### config.mk
export PLATFORM = sky130hd
export DESIGN_NAME = regfile_writeback
export DESIGN_NICKNAME = d
export VERILOG_FILES = /design/src/rtl/cpu10_pkg.sv /design/src/rtl/regfile_writeback_fwd_mux.sv /design/src/rtl/regfile_writeback.sv
export SDC_FILE = /design/constraint.sdc
export NUM_CORES = 1
export LEC_CHECK = 0
export BUFFER_PORTS_ARGS = -buffer_cell sky130_fd_sc_hd__clkbuf_2
export CAP_MARGIN = 20
export CORE_MARGIN = 2
export CORE_UTILIZATION = 35
export DETAILED_ROUTE_END_ITERATION = 8
export GPL_ROUTABILITY_DRIVEN = 0
export PLACE_DENSITY_LB_ADDON = 0.05
export REMOVE_ABC_BUFFERS = 1
export SLEW_MARGIN = 30
export SYNTH_ARGS = -nofsm -noshare
export SYNTH_HDL_FRONTEND = slang
export SYNTH_SLANG_ARGS = --single-unit
### constraint.sdc
create_clock -name clk -period 1.9 [get_ports clk]
set_input_delay 0.19 -clock clk [delete_from_list [all_inputs] [get_ports clk]]
set_output_delay 0.19 -clock clk [all_outputs]
set_load 0.02 [all_outputs]
### src/rtl/cpu10_pkg.sv
`default_nettype none
// ============================================================================
//  Module      : cpu10_pkg
//  Description : Shared definitions for the 10-bit CPU datapath: datapath and
//                register-address widths, the hard-wired zero register, and
//                the pipeline entry carried through the MEM and WB registers.
//  Revision    : 1.0  initial release
// ============================================================================
package cpu10_pkg;

  // Datapath width and register address width (8 registers, r0 reads as 0).
  localparam int DATA_W = 10;
  localparam int ADDR_W = 3;

  localparam logic [ADDR_W-1:0] REG_ZERO = 3'd0;

  // One result in flight between EX and the RegFile write port.
  typedef struct packed {
    logic              valid;
    logic              is_load;
    logic [ADDR_W-1:0] dest;
    logic [DATA_W-1:0] data;
  } pipe_entry_t;

  // True when a valid entry targets a non-zero source register.
  function automatic logic entry_hits(input pipe_entry_t entry,
                                      input logic [ADDR_W-1:0] addr);
    return entry.valid && (entry.dest == addr) && (addr != REG_ZERO);
  endfunction

endpackage
`default_nettype wire

### src/rtl/regfile_writeback_fwd_mux.sv
`default_nettype none
// ============================================================================
//  Module      : fwd_mux
//  Description : Priority operand select for one register-file read port.
//                Order: r0 -> zero, younger non-load MEM result, WB result,
//                then the RegFile read data.
//  Ports       : addr      in   source register address
//                mem_entry in   MEM pipeline register contents
//                wb_entry  in   WB pipeline register contents
//                rf_data   in   RegFile read data for this port
//                opnd      out  forwarded operand
//  Revision    : 1.0  initial release
// ============================================================================
module fwd_mux
  import cpu10_pkg::*;
(
  input  logic [ADDR_W-1:0] addr,
  input  pipe_entry_t       mem_entry,
  input  pipe_entry_t       wb_entry,
  input  logic [DATA_W-1:0] rf_data,
  output logic [DATA_W-1:0] opnd
);

  always_comb begin
    opnd = rf_data;
    if (addr == REG_ZERO) begin
      opnd = '0;
    end else if (entry_hits(mem_entry, addr) && !mem_entry.is_load) begin
      // A load in MEM has no data yet; the stall covers that case and the
      // value is picked up from WB one cycle later.
      opnd = mem_entry.data;
    end else if (entry_hits(wb_entry, addr)) begin
      // Also covers the cycle in which the RegFile is being written and read
      // at the same address.
      opnd = wb_entry.data;
    end
  end

endmodule
`default_nettype wire

### src/rtl/regfile_writeback.sv
`default_nettype none
// ============================================================================
//  Module      : regfile_writeback
//  Description : Write-side companion of the 8x10-bit register file. Carries
//                EX results through MEM and WB pipeline registers, drives the
//                RegFile write port, forwards operands to both read ports and
//                raises a one-cycle load-use stall.
//  Parameters  : CNT_W         width of the saturating retired-write counter
//                (DATA_W / ADDR_W come from cpu10_pkg)
//  Ports       : clk, reset                 clock, synchronous active-high reset
//                ex_valid/dest/data/is_load EX stage result
//                mem_rdata                  data memory read data (load in MEM)
//                flush                      kill EX input and MEM entry
//                read_addr_1/2, rf_data_1/2 ID read addresses and RegFile data
//                rf_write_en/dest/data      RegFile write port
//                opnd_1/2                   forwarded operands
//                stall                      load-use hazard
//                wb_count                   committed register writes
//  Revision    : 1.0  initial release
// ============================================================================
module regfile_writeback
  import cpu10_pkg::*;
#(
  parameter int CNT_W = 16
) (
  input  logic              clk,
  input  logic              reset,
  input  logic              ex_valid,
  input  logic [ADDR_W-1:0] ex_dest,
  input  logic [DATA_W-1:0] ex_data,
  input  logic              ex_is_load,
  input  logic [DATA_W-1:0] mem_rdata,
  input  logic              flush,
  input  logic [ADDR_W-1:0] read_addr_1,
  input  logic [ADDR_W-1:0] read_addr_2,
  input  logic [DATA_W-1:0] rf_data_1,
  input  logic [DATA_W-1:0] rf_data_2,
  output logic              rf_write_en,
  output logic [ADDR_W-1:0] rf_write_dest,
  output logic [DATA_W-1:0] rf_write_data,
  output logic [DATA_W-1:0] opnd_1,
  output logic [DATA_W-1:0] opnd_2,
  output logic              stall,
  output logic [CNT_W-1:0]  wb_count
);

  localparam logic [CNT_W-1:0] C_CNT_ONE = {{(CNT_W-1){1'b0}}, 1'b1};

  pipe_entry_t      r_mem;
  pipe_entry_t      r_wb;
  pipe_entry_t      w_mem_next;
  pipe_entry_t      w_wb_next;
  logic             w_stall;
  logic             w_capture;
  logic [CNT_W-1:0] r_wb_count;

  // Load-use hazard: the loaded value is not available until the load
  // reaches WB, so a dependent instruction in ID must wait one cycle.
  assign w_stall = r_mem.valid && r_mem.is_load &&
                   (entry_hits(r_mem, read_addr_1) || entry_hits(r_mem, read_addr_2));

  // r0 results are dropped here so they are never written or forwarded.
  assign w_capture = ex_valid && !w_stall && !flush && (ex_dest != REG_ZERO);

  always_comb begin
    w_mem_next = '0;
    if (w_capture) begin
      w_mem_next.valid   = 1'b1;
      w_mem_next.is_load = ex_is_load;
      w_mem_next.dest    = ex_dest;
      w_mem_next.data    = ex_is_load ? '0 : ex_data;
    end
  end

  // The load's data is picked up from memory as it leaves MEM.
  always_comb begin
    w_wb_next = '0;
    if (!flush) begin
      w_wb_next = r_mem;
      if (r_mem.is_load) begin
        w_wb_next.data = mem_rdata;
      end
    end
  end

  always_ff @(posedge clk) begin
    if (reset) begin
      r_mem      <= '0;
      r_wb       <= '0;
      r_wb_count <= '0;
    end else begin
      r_mem <= w_mem_next;
      r_wb  <= w_wb_next;
      if (r_wb.valid && (r_wb_count != '1)) begin
        r_wb_count <= r_wb_count + C_CNT_ONE;
      end
    end
  end

  fwd_mux u_fwd_1 (
    .addr      (read_addr_1),
    .mem_entry (r_mem),
    .wb_entry  (r_wb),
    .rf_data   (rf_data_1),
    .opnd      (opnd_1)
  );

  fwd_mux u_fwd_2 (
    .addr      (read_addr_2),
    .mem_entry (r_mem),
    .wb_entry  (r_wb),
    .rf_data   (rf_data_2),
    .opnd      (opnd_2)
  );

  assign rf_write_en   = r_wb.valid;
  assign rf_write_dest = r_wb.dest;
  assign rf_write_data = r_wb.data;
  assign stall         = w_stall;
  assign wb_count      = r_wb_count;

endmodule
`default_nettype wire

==> flow_summary.json <==
{
  "utilization": 0.514,
  "n_fill_cell": 774,
  "worstSetupEndpointType": "output port",
  "cts_hold_buffers": 0,
  "p_int_mw": 1.39,
  "synth_area_sq_um": 2760,
  "drc": 0,
  "path_max_fanout": 16,
  "die_x_microns": 92.8,
  "initial_core_util": 0.359,
  "r2r-end": "r_mem[1]",
  "drt_pass1_iterations": 4,
  "p_sw_mw": 0.549,
  "max_clock_freq_mhz": 434,
  "clk_latency_ns": 0.31,
  "antenna_left": 0,
  "ioPinCount": 105,
  "final_cell_mix": "clkbuf_2 (83), buf_4 (55), dfxtp_1 (41)",
  "reg2reg_setup_slack_ns": -0.22,
  "rr_worst_depth": 8,
  "coreArea_sq_um": 7690,
  "worst_setup_path_start_kind": "flip-flop",
  "final.min_clock_period_ns": 2.30,
  "peakVddDrop_uv": 270,
  "final_common_cell": "clkbuf_2",
  "critPathRequiredTime_ns": 1.71,
  "synth_flop_cell": "dfxtp_1",
  "min_path_cells": 3,
  "rsz0062_at_grt": "true",
  "maxCapViolations": 0,
  "p_leak_nw": 1.66,
  "routedWlPerCell_microns": 15.7,
  "swShare": 0.283,
  "worstMarginPinSlew_ns": 0.486,
  "hp-start": "ex_data[8]",
  "cts_buffer_depth": 2,
  "die_area_sq_um": 8610,
  "hold_end": "r_mem[8]",
  "grt_pass1_vias": 2691,
  "tritoncts": "built",
  "path_clk_slew_ns": 0.09,
  "drt_iter0_drc": 145,
  "violations": "negative setup slack",
  "synth_enable_flop_cells": 0,
  "yosysWarnings": 0,
  "min_path_type": "in2reg",
  "route.vias.total": 3006,
  "p_clk_frac": 0.310,
  "reg2reg_from": "r_mem[10]",
  "setup_tns_ns": -9.18,
  "antenna_found_initial": 0,
  "drive_above_1_share": 0.408,
  "path_class": "reg2out",
  "status": "finished with violations",
  "cts-htree-levels": 2,
  "async_flop_share": 0,
  "cts_buffers": 5,
  "period_share": 1.21,
  "root_buffer": "clkbuf_8",
  "grt_util_all_layers": 0.205,
  "ys_types": 47,
  "combPwrFrac": 0.194,
  "rows": 32,
  "fin_ws_ns": -0.402,
  "skew_ns": 0.0134,
  "dp_hpwl_mm": 6.18,
  "area_growth_syn_to_layout_pct": 43.0,
  "drv_slew": 0,
  "arrival_ns": 2.11,
  "die_y_microns": 92.8,
  "routed_wl_mm": 8.85,
  "synth-seq-cells": 45,
  "n_antenna_cell": 0,
  "nNetsFinal": 517,
  "grt_overflow": 0,
  "io_buffers": 104,
  "synth_area_per_cell_sq_um": 8.34,
  "setup_viol": 36,
  "power_frac_seq": 0.496,
  "crit_chain": "or4b_4 -> a211oi_4 -> buf_6 -> o21ai_0 -> a21oi_1 -> buf_4",
  "ys_seq_area_frac": 0.326,
  "grt_max_degree": 41,
  "power_density_nw_per_um2": 491,
  "clock-sinks": 45,
  "grt_pass1_wl_mm": 14.0,
  "crit_path_max_incr_delay_ns": 0.55,
  "crit_slowest_cell": "or4b_4",
  "hold_violations": 0,
  "synthCells": 331,
  "vias_per_cell": 5.32,
  "pre_cts_ws_ns": -0.0472,
  "slew_headroom": 0.675
}
## cells by family after synthesis
logic type / Yosys count / synth area share
fa+ha+maj: 1 / 0.00453
xor+xnor: 10 / 0.0317
flops: 45 / 0.326
compound gates: 101 / 0.258
buf+inv: 48 / 0.0716
mux: 16 / 0.0616
simple gates: 110 / 0.246
## timing repair
item                       in CTS  in global routing
pin swaps                       8                  3
gates cloned                    3                  0
setup endpoints to repair      21                 36
resized for setup              50                 25
buffers inserted                2                  2
## power by group through the flow
stage	Clock [mW]	Sequential (mW)	Combinational, mW
2_1_floorplan	0	0.988	0.171
3_5_place_dp	0	0.983	0.332
4_1_cts	0.628	0.961	0.369
6_report	0.600	0.960	0.376
5_1_grt	0.661	0.962	0.408
3_3_place_gp	0	0.983	0.330
## synthesized netlist by cell type (3+ instances only)
master    number  area share
o21ai_0       22       0.040
nand2_1       12       0.016
nand3b_1      12       0.033
dfxtp_1       45        0.33
o41ai_1        3      0.0095
and2_1         4      0.0091
nand3_1        5      0.0091
buf_2          4      0.0073
nor2b_1        5       0.011
nor2_1        21       0.029
o31ai_1       23       0.063
nor3b_1        4       0.011
a21oi_1       27       0.049
nand2b_1       3      0.0068
mux2i_1       11       0.040
nor4b_1        3      0.0095
xnor2_1        3      0.0095
nor3_1        14       0.025
clkbuf_1      18       0.024
xor2_1         7       0.022
o32a_1        20       0.073
mux2_2         4       0.016
or3_1          5       0.011
inv_1         22       0.030
or4_1          4       0.011
## per-stage QoR
step	cells	area [sq um]	hold WS (ns)	total power [mW]
2_1_floorplan	305	2650	0.259	1.16
3_3_place_gp	550	3610	0.421	1.31
3_5_place_dp	550	3610	0.424	1.31
4_1_cts	563	3910	0.0976	1.96
5_1_grt	565	3950	0.103	2.03
6_report	565	3950	0.105	1.94
## worst max-delay path, delay by kind of cell (launching register included)
family,cells,cell delay (ns)
flip-flops,1,0.35
buffers and inverters,2,0.37
AO/OA/AOI/OAI,3,0.52
AND/OR/NAND/NOR,1,0.55
## flip-flops by register name (all words and copies together) (netlist names)
signal / flops
rf_write_data: 10
wb_count: 16
r_mem: 15
rf_write_en: 1
rf_write_dest: 3
## layer usage
layer	routed length, microns	part of all wire	GRT usage
met1	4200	0.47	0.303
met2	3930	0.44	0.312
met3	623	0.070	0.0366
met4	95	0.011	0.0441
met5	0	0	0
## worst max-delay path by stage
stage | start | endpoint | slack [ns]
global route | rf_write_dest[1] | opnd_1[5] | -0.46
detailed placement | rf_write_dest[1] | opnd_1[9] | -0.05
finish | rf_write_dest[1] | opnd_1[9] | -0.40
global placement | r_mem[12] | opnd_1[2] | -0.05
CTS | rf_write_dest[0] | opnd_2[9] | -0.38
floorplan | rf_write_en | opnd_2[0] | -0.94
## layout make-up
| class | count | area (sq um) | share of cell area |
|---|---|---|---|
| repair buffers | 147 | 953 | 0.242 |
| clock buffers | 6 | 72.6 | 0.0184 |
| flip-flops and latches | 45 | 911 | 0.231 |
| well taps | 102 | 128 | 0.0323 |
| multi-input cells | 241 | 1790 | 0.452 |
| clock inverters | 2 | 15.0 | 0.00380 |
| inverters | 22 | 82.6 | 0.0209 |
Note: power is estimated with default switching activity, not from simulation.
